### src/rtl/rx_cmd_ctrl_pkg.sv
// Shared command codes and controller state encoding for rx_cmd_ctrl.
package rx_cmd_ctrl_pkg;

  localparam logic [7:0] CMD_RF_WR     = 8'hAA;
  localparam logic [7:0] CMD_RF_RD     = 8'hBB;
  localparam logic [7:0] CMD_ALU_OP    = 8'hCC;
  localparam logic [7:0] CMD_ALU_NO_OP = 8'hDD;

  typedef enum logic [3:0] {
    IDLE     = 4'd0,
    WR_ADDR  = 4'd1,
    WR_DATA  = 4'd2,
    RD_ADDR  = 4'd3,
    RD_WAIT  = 4'd4,
    OP_A     = 4'd5,
    OP_B     = 4'd6,
    ALU_CMD  = 4'd7,
    ALU_WAIT = 4'd8,
    TX_LO    = 4'd9,
    TX_HI    = 4'd10,
    RD_TX    = 4'd11
  } state_e;

endpackage

### src/rtl/rx_cmd_ctrl.sv
// UART command-frame controller: decodes RX bytes into register-file
// writes/reads and ALU operations, and pushes results to the TX FIFO.
// All outputs are registered; strobes appear the cycle after the
// triggering input strobe.
module rx_cmd_ctrl
  import rx_cmd_ctrl_pkg::*;
#(
  parameter int DATA_WD = 8,
  parameter int ADDR_WD = 4,
  parameter int FUN_WD  = 4
) (
  input  logic                 CLK,
  input  logic                 RST,
  input  logic [DATA_WD-1:0]   RX_P_DATA,
  input  logic                 RX_D_VLD,
  input  logic [DATA_WD-1:0]   RF_RdData,
  input  logic                 RF_RdData_VLD,
  input  logic [2*DATA_WD-1:0] ALU_OUT,
  input  logic                 ALU_OUT_VLD,
  input  logic                 FIFO_FULL,
  output logic [ADDR_WD-1:0]   RF_Address,
  output logic                 RF_WrEn,
  output logic                 RF_RdEn,
  output logic [DATA_WD-1:0]   RF_WrData,
  output logic [FUN_WD-1:0]    ALU_FUN,
  output logic                 ALU_EN,
  output logic                 CLK_GATE_EN,
  output logic [DATA_WD-1:0]   TX_P_DATA,
  output logic                 TX_D_VLD
);

  state_e                 state_q, state_d;
  logic                   opb_done_q, opb_done_d;
  logic [ADDR_WD-1:0]     addr_q, addr_d;
  logic [DATA_WD-1:0]     wdata_q, wdata_d;
  logic [FUN_WD-1:0]      fun_q, fun_d;
  logic [2*DATA_WD-1:0]   res_q, res_d;
  logic [DATA_WD-1:0]     rdat_q, rdat_d;
  logic [DATA_WD-1:0]     tx_data_q, tx_data_d;
  logic                   wr_en_q, wr_en_d;
  logic                   rd_en_q, rd_en_d;
  logic                   alu_en_q, alu_en_d;
  logic                   tx_vld_q, tx_vld_d;
  logic                   gate_q, gate_d;

  // State and registered outputs, cleared asynchronously on reset.
  always_ff @(posedge CLK or negedge RST) begin
    if (!RST) begin
      state_q    <= IDLE;
      opb_done_q <= 1'b0;
      addr_q     <= '0;
      wdata_q    <= '0;
      fun_q      <= '0;
      res_q      <= '0;
      rdat_q     <= '0;
      tx_data_q  <= '0;
      wr_en_q    <= 1'b0;
      rd_en_q    <= 1'b0;
      alu_en_q   <= 1'b0;
      tx_vld_q   <= 1'b0;
      gate_q     <= 1'b0;
    end else begin
      state_q    <= state_d;
      opb_done_q <= opb_done_d;
      addr_q     <= addr_d;
      wdata_q    <= wdata_d;
      fun_q      <= fun_d;
      res_q      <= res_d;
      rdat_q     <= rdat_d;
      tx_data_q  <= tx_data_d;
      wr_en_q    <= wr_en_d;
      rd_en_q    <= rd_en_d;
      alu_en_q   <= alu_en_d;
      tx_vld_q   <= tx_vld_d;
      gate_q     <= gate_d;
    end
  end

  // Next-state and next-output decode. The wait states push the first TX
  // byte directly when the FIFO has room so the result reaches TX one cycle
  // after its valid strobe; TX_LO / RD_TX are only entered when it is full.
  always_comb begin
    state_d    = state_q;
    opb_done_d = opb_done_q;
    addr_d     = addr_q;
    wdata_d    = wdata_q;
    fun_d      = fun_q;
    res_d      = res_q;
    rdat_d     = rdat_q;
    tx_data_d  = tx_data_q;
    wr_en_d    = 1'b0;
    rd_en_d    = 1'b0;
    alu_en_d   = 1'b0;
    tx_vld_d   = 1'b0;
    case (state_q)
      IDLE: begin
        if (RX_D_VLD) begin
          if (RX_P_DATA == DATA_WD'(CMD_RF_WR)) begin
            state_d = WR_ADDR;
          end else if (RX_P_DATA == DATA_WD'(CMD_RF_RD)) begin
            state_d = RD_ADDR;
          end else if (RX_P_DATA == DATA_WD'(CMD_ALU_OP)) begin
            state_d = OP_A;
          end else if (RX_P_DATA == DATA_WD'(CMD_ALU_NO_OP)) begin
            // No operands: enter OP_B already past its operand write.
            state_d    = OP_B;
            opb_done_d = 1'b1;
          end
        end
      end
      WR_ADDR: begin
        if (RX_D_VLD) begin
          addr_d  = RX_P_DATA[ADDR_WD-1:0];
          state_d = WR_DATA;
        end
      end
      WR_DATA: begin
        if (RX_D_VLD) begin
          wdata_d = RX_P_DATA;
          wr_en_d = 1'b1;
          state_d = IDLE;
        end
      end
      RD_ADDR: begin
        if (RX_D_VLD) begin
          addr_d  = RX_P_DATA[ADDR_WD-1:0];
          rd_en_d = 1'b1;
          state_d = RD_WAIT;
        end
      end
      RD_WAIT: begin
        if (RF_RdData_VLD) begin
          rdat_d = RF_RdData;
          if (!FIFO_FULL) begin
            tx_data_d = RF_RdData;
            tx_vld_d  = 1'b1;
            state_d   = IDLE;
          end else begin
            state_d = RD_TX;
          end
        end
      end
      RD_TX: begin
        if (!FIFO_FULL) begin
          tx_data_d = rdat_q;
          tx_vld_d  = 1'b1;
          state_d   = IDLE;
        end
      end
      OP_A: begin
        if (RX_D_VLD) begin
          addr_d     = '0;
          wdata_d    = RX_P_DATA;
          wr_en_d    = 1'b1;
          opb_done_d = 1'b0;
          state_d    = OP_B;
        end
      end
      OP_B: begin
        if (RX_D_VLD) begin
          if (!opb_done_q) begin
            addr_d     = ADDR_WD'(1);
            wdata_d    = RX_P_DATA;
            wr_en_d    = 1'b1;
            opb_done_d = 1'b1;
          end else begin
            fun_d    = RX_P_DATA[FUN_WD-1:0];
            alu_en_d = 1'b1;
            state_d  = ALU_CMD;
          end
        end
      end
      ALU_CMD: state_d = ALU_WAIT;
      ALU_WAIT: begin
        if (ALU_OUT_VLD) begin
          res_d = ALU_OUT;
          if (!FIFO_FULL) begin
            tx_data_d = ALU_OUT[DATA_WD-1:0];
            tx_vld_d  = 1'b1;
            state_d   = TX_HI;
          end else begin
            state_d = TX_LO;
          end
        end
      end
      TX_LO: begin
        if (!FIFO_FULL) begin
          tx_data_d = res_q[DATA_WD-1:0];
          tx_vld_d  = 1'b1;
          state_d   = TX_HI;
        end
      end
      TX_HI: begin
        if (!FIFO_FULL) begin
          tx_data_d = res_q[2*DATA_WD-1:DATA_WD];
          tx_vld_d  = 1'b1;
          state_d   = IDLE;
        end
      end
      default: state_d = IDLE;
    endcase
    gate_d = (state_d == OP_B && opb_done_d) || (state_d == ALU_CMD) ||
             (state_d == ALU_WAIT);
  end

  assign RF_Address  = addr_q;
  assign RF_WrEn     = wr_en_q;
  assign RF_RdEn     = rd_en_q;
  assign RF_WrData   = wdata_q;
  assign ALU_FUN     = fun_q;
  assign ALU_EN      = alu_en_q;
  assign CLK_GATE_EN = gate_q;
  assign TX_P_DATA   = tx_data_q;
  assign TX_D_VLD    = tx_vld_q;

endmodule

### config.mk
export PLATFORM = sky130hd
export DESIGN_NAME = rx_cmd_ctrl
export DESIGN_NICKNAME = d
export VERILOG_FILES = /design/src/rtl/rx_cmd_ctrl_pkg.sv /design/src/rtl/rx_cmd_ctrl.sv
export SDC_FILE = /design/constraint.sdc
export NUM_CORES = 1
export LEC_CHECK = 0
export ABC_AREA = 1
export BUFFER_PORTS_ARGS = -buffer_cell sky130_fd_sc_hd__buf_2
export CAP_MARGIN = 20
export CORE_UTILIZATION = 56
export CTS_BUF_LIST = sky130_fd_sc_hd__clkbuf_4 sky130_fd_sc_hd__clkbuf_8
export DETAILED_ROUTE_END_ITERATION = 10
export GPL_ROUTABILITY_DRIVEN = 0
export PLACE_DENSITY = 0.86
export SYNTH_ARGS = -nofsm -noshare
export SYNTH_HDL_FRONTEND = slang
export SYNTH_SLANG_ARGS = --single-unit
### constraint.sdc
create_clock -name CLK -period 1.7 [get_ports CLK]
set_input_delay 0.085 -clock CLK [delete_from_list [all_inputs] [get_ports CLK]]
set_output_delay 0.085 -clock CLK [all_outputs]
set_load 0.1 [all_outputs]
==> metrics.txt, run 1 <==
post-DR wirelength/cell 15.0 microns; Worst EP required approximately 1.9 ns; Area Overhead vs Synth 28.2%; worst slack, placed -0.0760 ns; Clock Skew around 0.0082 ns; Fmax 0.603 GHz; Crit Path Class register to register; final wirelength between 7000 and 8000 microns; starting density of the core 0.587; Unique masters post-synth 34; worst-path maximum fanout 7; nets between 400 and 500; clock tree buffer depth 2; die height 75.6 microns; clock sink count 58; Die ar. between 0.005 and 0.006 sq mm; fill cell count ~360; Detailed Place HPWL 5290 microns; status completed; final worst path period need around 1.7 ns; slew at the pin with the worst max-slew slack approximately 0.54 ns; Placed Cells between 400 and 500; DP Area 0.00348 sq mm; Worst-Skew Late Latency between 0.3 and 0.4 ns; clk root buf clkbuf_8; P_leak 2.06 nW; Max VDD drop about 1.4 mV; M3 GR Usage 0.0754; MaxCap Viol Count 0; Ports 67; Die Span X 75.6 microns; Vias/cell 5.52; Setup-failing EPs final 0; total power 8.04 mW; post-route cell area roughly 0.0039 sq mm; Inserted Clock Buffers 9; ANT nets after route 0; hold path start ALU_OUT[4]; initial antenna violation count 0; CP startpoint kind register; Synth Cell Area between 0.003 and 0.004 sq mm; CTS tree done; GRT Max-Usage Layer met2; commonest non-fill, non-tap cell in the layout nand2_1; Final Non-Filler Cells between 500 and 600; DR pass1 iterations 5; Inserted Diodes 0; yosys warns 0; Mapped Avg Cell Area about 9 sq um; Hold Crit Class input pin to register; fin. max-slew vios 0; routed vias between 2000 and 3000; global-route wire length before repair approximately 12000 microns; main area contributors after synthesis dfrtp_1, nand2_1, mux2_4, inv_1, o21ai_0; sequential power share 0.292; gr ovfl total 0; fin crit share 0.976; # H-tree levels 3; Mapped Nets roughly 380; RR Startpoint state_q[0]; Clock Power Share 0.134; input/output buffers 66; relative slew slack 0.641; Critical Path Start state_q[0]; row count 26; fraction of synthesized cell area taken by the top area cell type 0.478; internal power between 3 and 4 mW; largest net degree at the start of global routing 37; Post-Synthesis Cells 337; Worst setup EP type register; register area share after synthesis 0.478; combinational group share of total power 0.573; unrepaired setup endpoints after global routing true; GRT met2 Usage 0.474; clock transition at the registers of the reported paths 0.06 ns; Setup TNS 0 ns; All-Layer GR Usage 0.292; layout cells sized above 1 0.343; Hold Vio Cnt, Final 0; sw frac 0.537; Synth Register Bits 58; P_sw approximately 4.3 mW; M1 GR Usage 0.365; arrival time worst endpoint between 1.5 and 2 ns; Pwr Density 2070 mW/mm^2; vias in the first global route 2662; drt first-iter violations roughly 180; most frequent cells in the layout nand2_1, buf_2, dfrtp_1, inv_1, nor2_1; Residual DRC 0; core footprint roughly 0.0052 sq mm; post-route setup slack approximately 0.041 ns; largest area contributor in the netlist dfrtp_1
## Yosys cell counts (all sizes together)
library cell	instances
a211oi	1
clkbuf	2
nand3b	1
nor2	33
nand2	90
and2	1
dfrtp	58
buf	8
inv	39
nand4	10
mux2	21
nor3	6
o211ai	1
nand3	22
a21oi	11
o21ai	31
a22oi	1
and3	1
## metrics by stage
step	hold WS [ns]	utilization
after floorplan	-0.211	-
after global placement	0.0959	0.674
after detailed placement	0.0947	0.674
after CTS	0.00806	0.748
after global routing	0.000471	0.752
final	0.0167	0.752
## critical path, stage by stage (launching register included)
cell     delay (ns)
dfrtp_2        0.43
buf_4          0.18
nor2_8         0.13
nand2_4        0.09
nand2_4        0.08
a21oi_2        0.05
nor2_4         0.23
mux2_2         0.37
## cell families (layout without fill, tap and decap cells)
family | count (synthesis) | in the layout | synth area share
simple gates | 164 | 164 | 0.266
flops | 58 | 58 | 0.478
buf+inv | 49 | 152 | 0.0746
compound gates | 45 | 45 | 0.0870
mux | 21 | 21 | 0.0940
## cell type report
| class | count | area [sq um] | area share |
|---|---|---|---|
| sequential | 58 | 1450 | 0.374 |
| multi-input combinational | 230 | 1370 | 0.351 |
| timing repair buffer | 99 | 663 | 0.171 |
| inverter | 39 | 155 | 0.0399 |
| clock buffer | 11 | 145 | 0.0373 |
| tap | 70 | 87.6 | 0.0225 |
| clock inverter | 3 | 17.5 | 0.00450 |
## layer usage
layer,share of wire,vias to the layer above,wire length [microns]
met4,0.030,0,228
li1,-,1302,-
met5,0,-,0
met1,0.40,1311,3090
met3,0.074,30,567
met2,0.49,172,3760
## worst paths after layout
kind                                     end  slack, ns  cells past startpoint
min in group asynchronous       TX_P_DATA[7]       0.26                      2
worst min register to register    ALU_FUN[3]       0.49                      2
max in group asynchronous         state_q[0]       0.84                      3
worst min-delay path                res_q[4]       0.02                      2
worst max register to register  RF_WrData[6]       0.04                      7
worst max-delay path            RF_WrData[6]       0.04                      7
## state kept, by name, summed over array words and instances (netlist names)
| signal | cells |
|---|---|
| ALU_EN | 1 |
| ALU_FUN | 4 |
| CLK_GATE_EN | 1 |
| RF_Address | 4 |
| RF_RdEn | 1 |
| RF_WrData | 8 |
| RF_WrEn | 1 |
| TX_D_VLD | 1 |
| TX_P_DATA | 8 |
| opb_done_q | 1 |
| rdat_q | 8 |
| res_q | 16 |
| state_q | 4 |
## power by group through the flow
| stage | Combinational [mW] | Sequential [mW] | Clock (mW) |
|---|---|---|---|
| final | 4.61 | 2.35 | 1.08 |
| after detailed placement | 4.38 | 2.38 | 0 |
| after CTS | 4.54 | 2.34 | 1.09 |
| after floorplan | 1.59 | 4.36 | 0 |
| after global placement | 4.29 | 2.34 | 0 |
| after global routing | 4.88 | 2.42 | 1.17 |
## what timing repair did
| item | CTS | global route |
|---|---|---|
| pin swaps | 2 | 1 |
| hold buffers | 14 | 0 |
| endpoints found under the hold margin | 35 | 0 |
| resized for setup | 3 | 8 |
| buffers inserted | 7 | 1 |
| setup endpoints to repair | 15 | 15 |
No activity file was read; power rests on OpenSTA's default activity.
==> run 2, diff against run 1 <==
--- a/config.mk
+++ b/config.mk
@@ -12,7 +12,7 @@
 export CTS_BUF_LIST = sky130_fd_sc_hd__clkbuf_4 sky130_fd_sc_hd__clkbuf_8
 export DETAILED_ROUTE_END_ITERATION = 10
 export GPL_ROUTABILITY_DRIVEN = 0
-export PLACE_DENSITY = 0.86
+export PLACE_DENSITY = 0.88
 export SYNTH_ARGS = -nofsm -noshare
 export SYNTH_HDL_FRONTEND = slang
 export SYNTH_SLANG_ARGS = --single-unit
==> run 2 against run 1 <==
Non-clock buffer count increased by 3. First-iteration DRC count up 4.4%. Core utilization rose by 1.8 points.
==> metrics.txt, run 2 (synthesized netlist as in run 1, its figures left out) <==
Pwr Density 2150 mW/mm^2 (was 2070 mW/mm^2); Hold Path Depth 3 (was 2); core footprint 0.00517 sq mm (unchanged); nets 478 (was 475); routed vias 2812 (was 2815); commonest non-fill, non-tap cell in the layout nand2_1 (unchanged); Detailed Place HPWL 5260 microns (was 5290 microns); largest register by flop count res_q (unchanged); DR pass1 iterations 5 (unchanged); Area Overhead vs Synth 31.2% (was 28.2%); critical path's largest stage delay 0.43 ns (about the same); Die ar. 0.00572 sq mm (unchanged); All-Layer GR Usage 0.308 (was 0.292); die height 75.6 microns (unchanged); Vias/cell 5.46 (was 5.52); Residual DRC 0 (unchanged); Fmax 0.601 GHz (was 0.603 GHz); starting density of the core 0.587 (unchanged); total power 8.57 mW (was 8.04 mW); initial antenna violation count 0 (unchanged); Critical Path Start state_q[0] (unchanged); unrepaired setup endpoints after global routing true (unchanged); clk root buf clkbuf_8 (unchanged); largest net degree at the start of global routing 59 (was 37); Clock Skew 0.00914 ns (was 0.00818 ns); r2r endpoint RF_WrData[2] (was RF_WrData[6]); Die Span X 75.6 microns (unchanged); Inserted Clock Buffers 9 (unchanged); hold path endpoint ALU_FUN[2] (was res_q[4]); fin crit share 0.979 (was 0.976); arrival time worst endpoint 1.89 ns (was 1.88 ns); cell mode on critical path nand2_4 (unchanged); Worst setup EP type register (unchanged); drt first-iter violations 191 (was 183); Slowest cell on crit path dfrtp_2 (unchanged); sequential cell area 0.00145 sq mm (unchanged); Min Hold Slack 0.0149 ns (was 0.0167 ns); hold path start RX_P_DATA[2] (was ALU_OUT[4]); fill cell count 338 (was 359); clock sink count 58 (unchanged); final wirelength 8010 microns (was 7640 microns); gr ovfl total 0 (unchanged); Max VDD drop 1.49 mV (was 1.40 mV); row count 26 (unchanged); Multi-input gate area 0.00137 sq mm (unchanged); most frequent cells in the layout nand2_1, buf_2, dfrtp_1, inv_1, nor2_1 (unchanged); post-DR wirelength/cell 15.6 microns (was 15.0 microns); Worst-Skew Late Latency 0.34 ns (about the same); slew at the pin with the worst max-slew slack 0.501 ns (was 0.539 ns); vias in the first global route 2736 (was 2662); clock transition at the registers of the reported paths 0.07 ns (was 0.06 ns); Ports 67 (unchanged); input/output buffers 66 (unchanged); layout cells sized above 1 0.339 (was 0.343); Hold Vio Cnt, Final 0 (unchanged); CTS tree done (unchanged); # H-tree levels 3 (unchanged); CP startpoint kind register (unchanged); Crit Path Class register to register (unchanged); Inserted Diodes 0 (unchanged); FF-to-FF path depth 7 (unchanged); status completed (unchanged); max reg flops 16 (unchanged); P_leak 2.12 nW (was 2.06 nW); fin. max-slew vios 0 (unchanged); MaxCap Viol Count 0 (unchanged); Placed Cells 475 (was 474); clock tree buffer depth 2 (unchanged); ANT nets after route 0 (unchanged); Worst EP required 1.93 ns (was 1.92 ns); relative slew slack 0.668 (was 0.641); Setup-failing EPs final 0 (unchanged); Hold Crit Class input pin to register (unchanged); RR Startpoint state_q[0] (unchanged); crit path cell chain buf_4, nor2_8, nand2_4, nand2_4, a21oi_2, nor2_4, mux2_2 (unchanged); R2R Setup Slk 0.04 ns (about the same); Final Non-Filler Cells 515 (was 510); global-route wire length before repair 12500 microns (was 12000 microns); worst-path maximum fanout 8 (was 7); final worst path period need 1.66 ns (about the same)
## run 2: cell types whose count changed in the layout (fill, tap and decap cells not counted), moves of 2 or more
cell	change
dlygate4sd3_1	+4
o21ai_0	+4
o21ai_1	-4
bufinv_16	+3
buf_12	-2
clkinv_2	-2
clkinvlp_4	-2
## run 2: per-stage QoR
stage               setup TNS [ns]  cell area [sq um]  setup WS [ns]  utilization
floorplan                        0               3030          0.182            -
global placement           -0.0533               3490        -0.0240        0.675
detailed placement          -0.457               3490        -0.0625        0.675
CTS                              0               3970         0.0205        0.768
global route               -0.0441               3980        -0.0157        0.770
finish                           0               3980         0.0361        0.770
## run 2: layout make-up
class                           count  area share
Tap cell                           70      0.0220
Sequential cell                    58       0.365
Inverter                           39      0.0380
Clock buffer                       12      0.0383
Clock inverter                      4      0.0248
Multi-Input combinational cell    230       0.343
Timing Repair Buffer              102       0.168
## run 2: worst max-delay path, delay by kind of cell, from the launching register on
family | cells | cell delay, ns
multiplexers | 1 | 0.37
AND/OR/NAND/NOR | 4 | 0.54
buffers and inverters | 1 | 0.18
AO/OA/AOI/OAI | 1 | 0.04
flip-flops | 1 | 0.43
## run 2: power by group
part | switching [mW] | total, mW | internal [mW]
clock | 0.556 | 1.61 | 1.05
sequential | 0.403 | 2.38 | 1.98
combinational | 3.43 | 4.57 | 1.15
## run 2: what timing repair did
item                       CTS  global route
hold endpoints to repair    75             0
hold buffers                18             0
pin swaps                    2             1
resized for setup            3             3
cloned                       0             0
setup endpoints to repair   15            16
setup buffers                6             0
## run 2: how the worst max path moves through the flow
stage and end:
2_1_floorplan RF_WrData[3], 5_1_grt RF_WrData[6], 6_report RF_WrData[2], 4_1_cts RF_WrData[6]
3_3_place_gp RF_WrData[2], 3_5_place_dp RF_WrData[6]
## run 2: metal layers
| metal | part of all wire | GRT usage | wire length [microns] | vias up |
|---|---|---|---|---|
| met2 | 0.49 | 0.527 | 3910 | 192 |
| met3 | 0.097 | 0.0886 | 776 | 43 |
| met1 | 0.37 | 0.348 | 2990 | 1271 |
| met5 | 0 | 0 | 0 | - |
| li1 | - | - | - | 1306 |
| met4 | 0.042 | 0.171 | 339 | 0 |
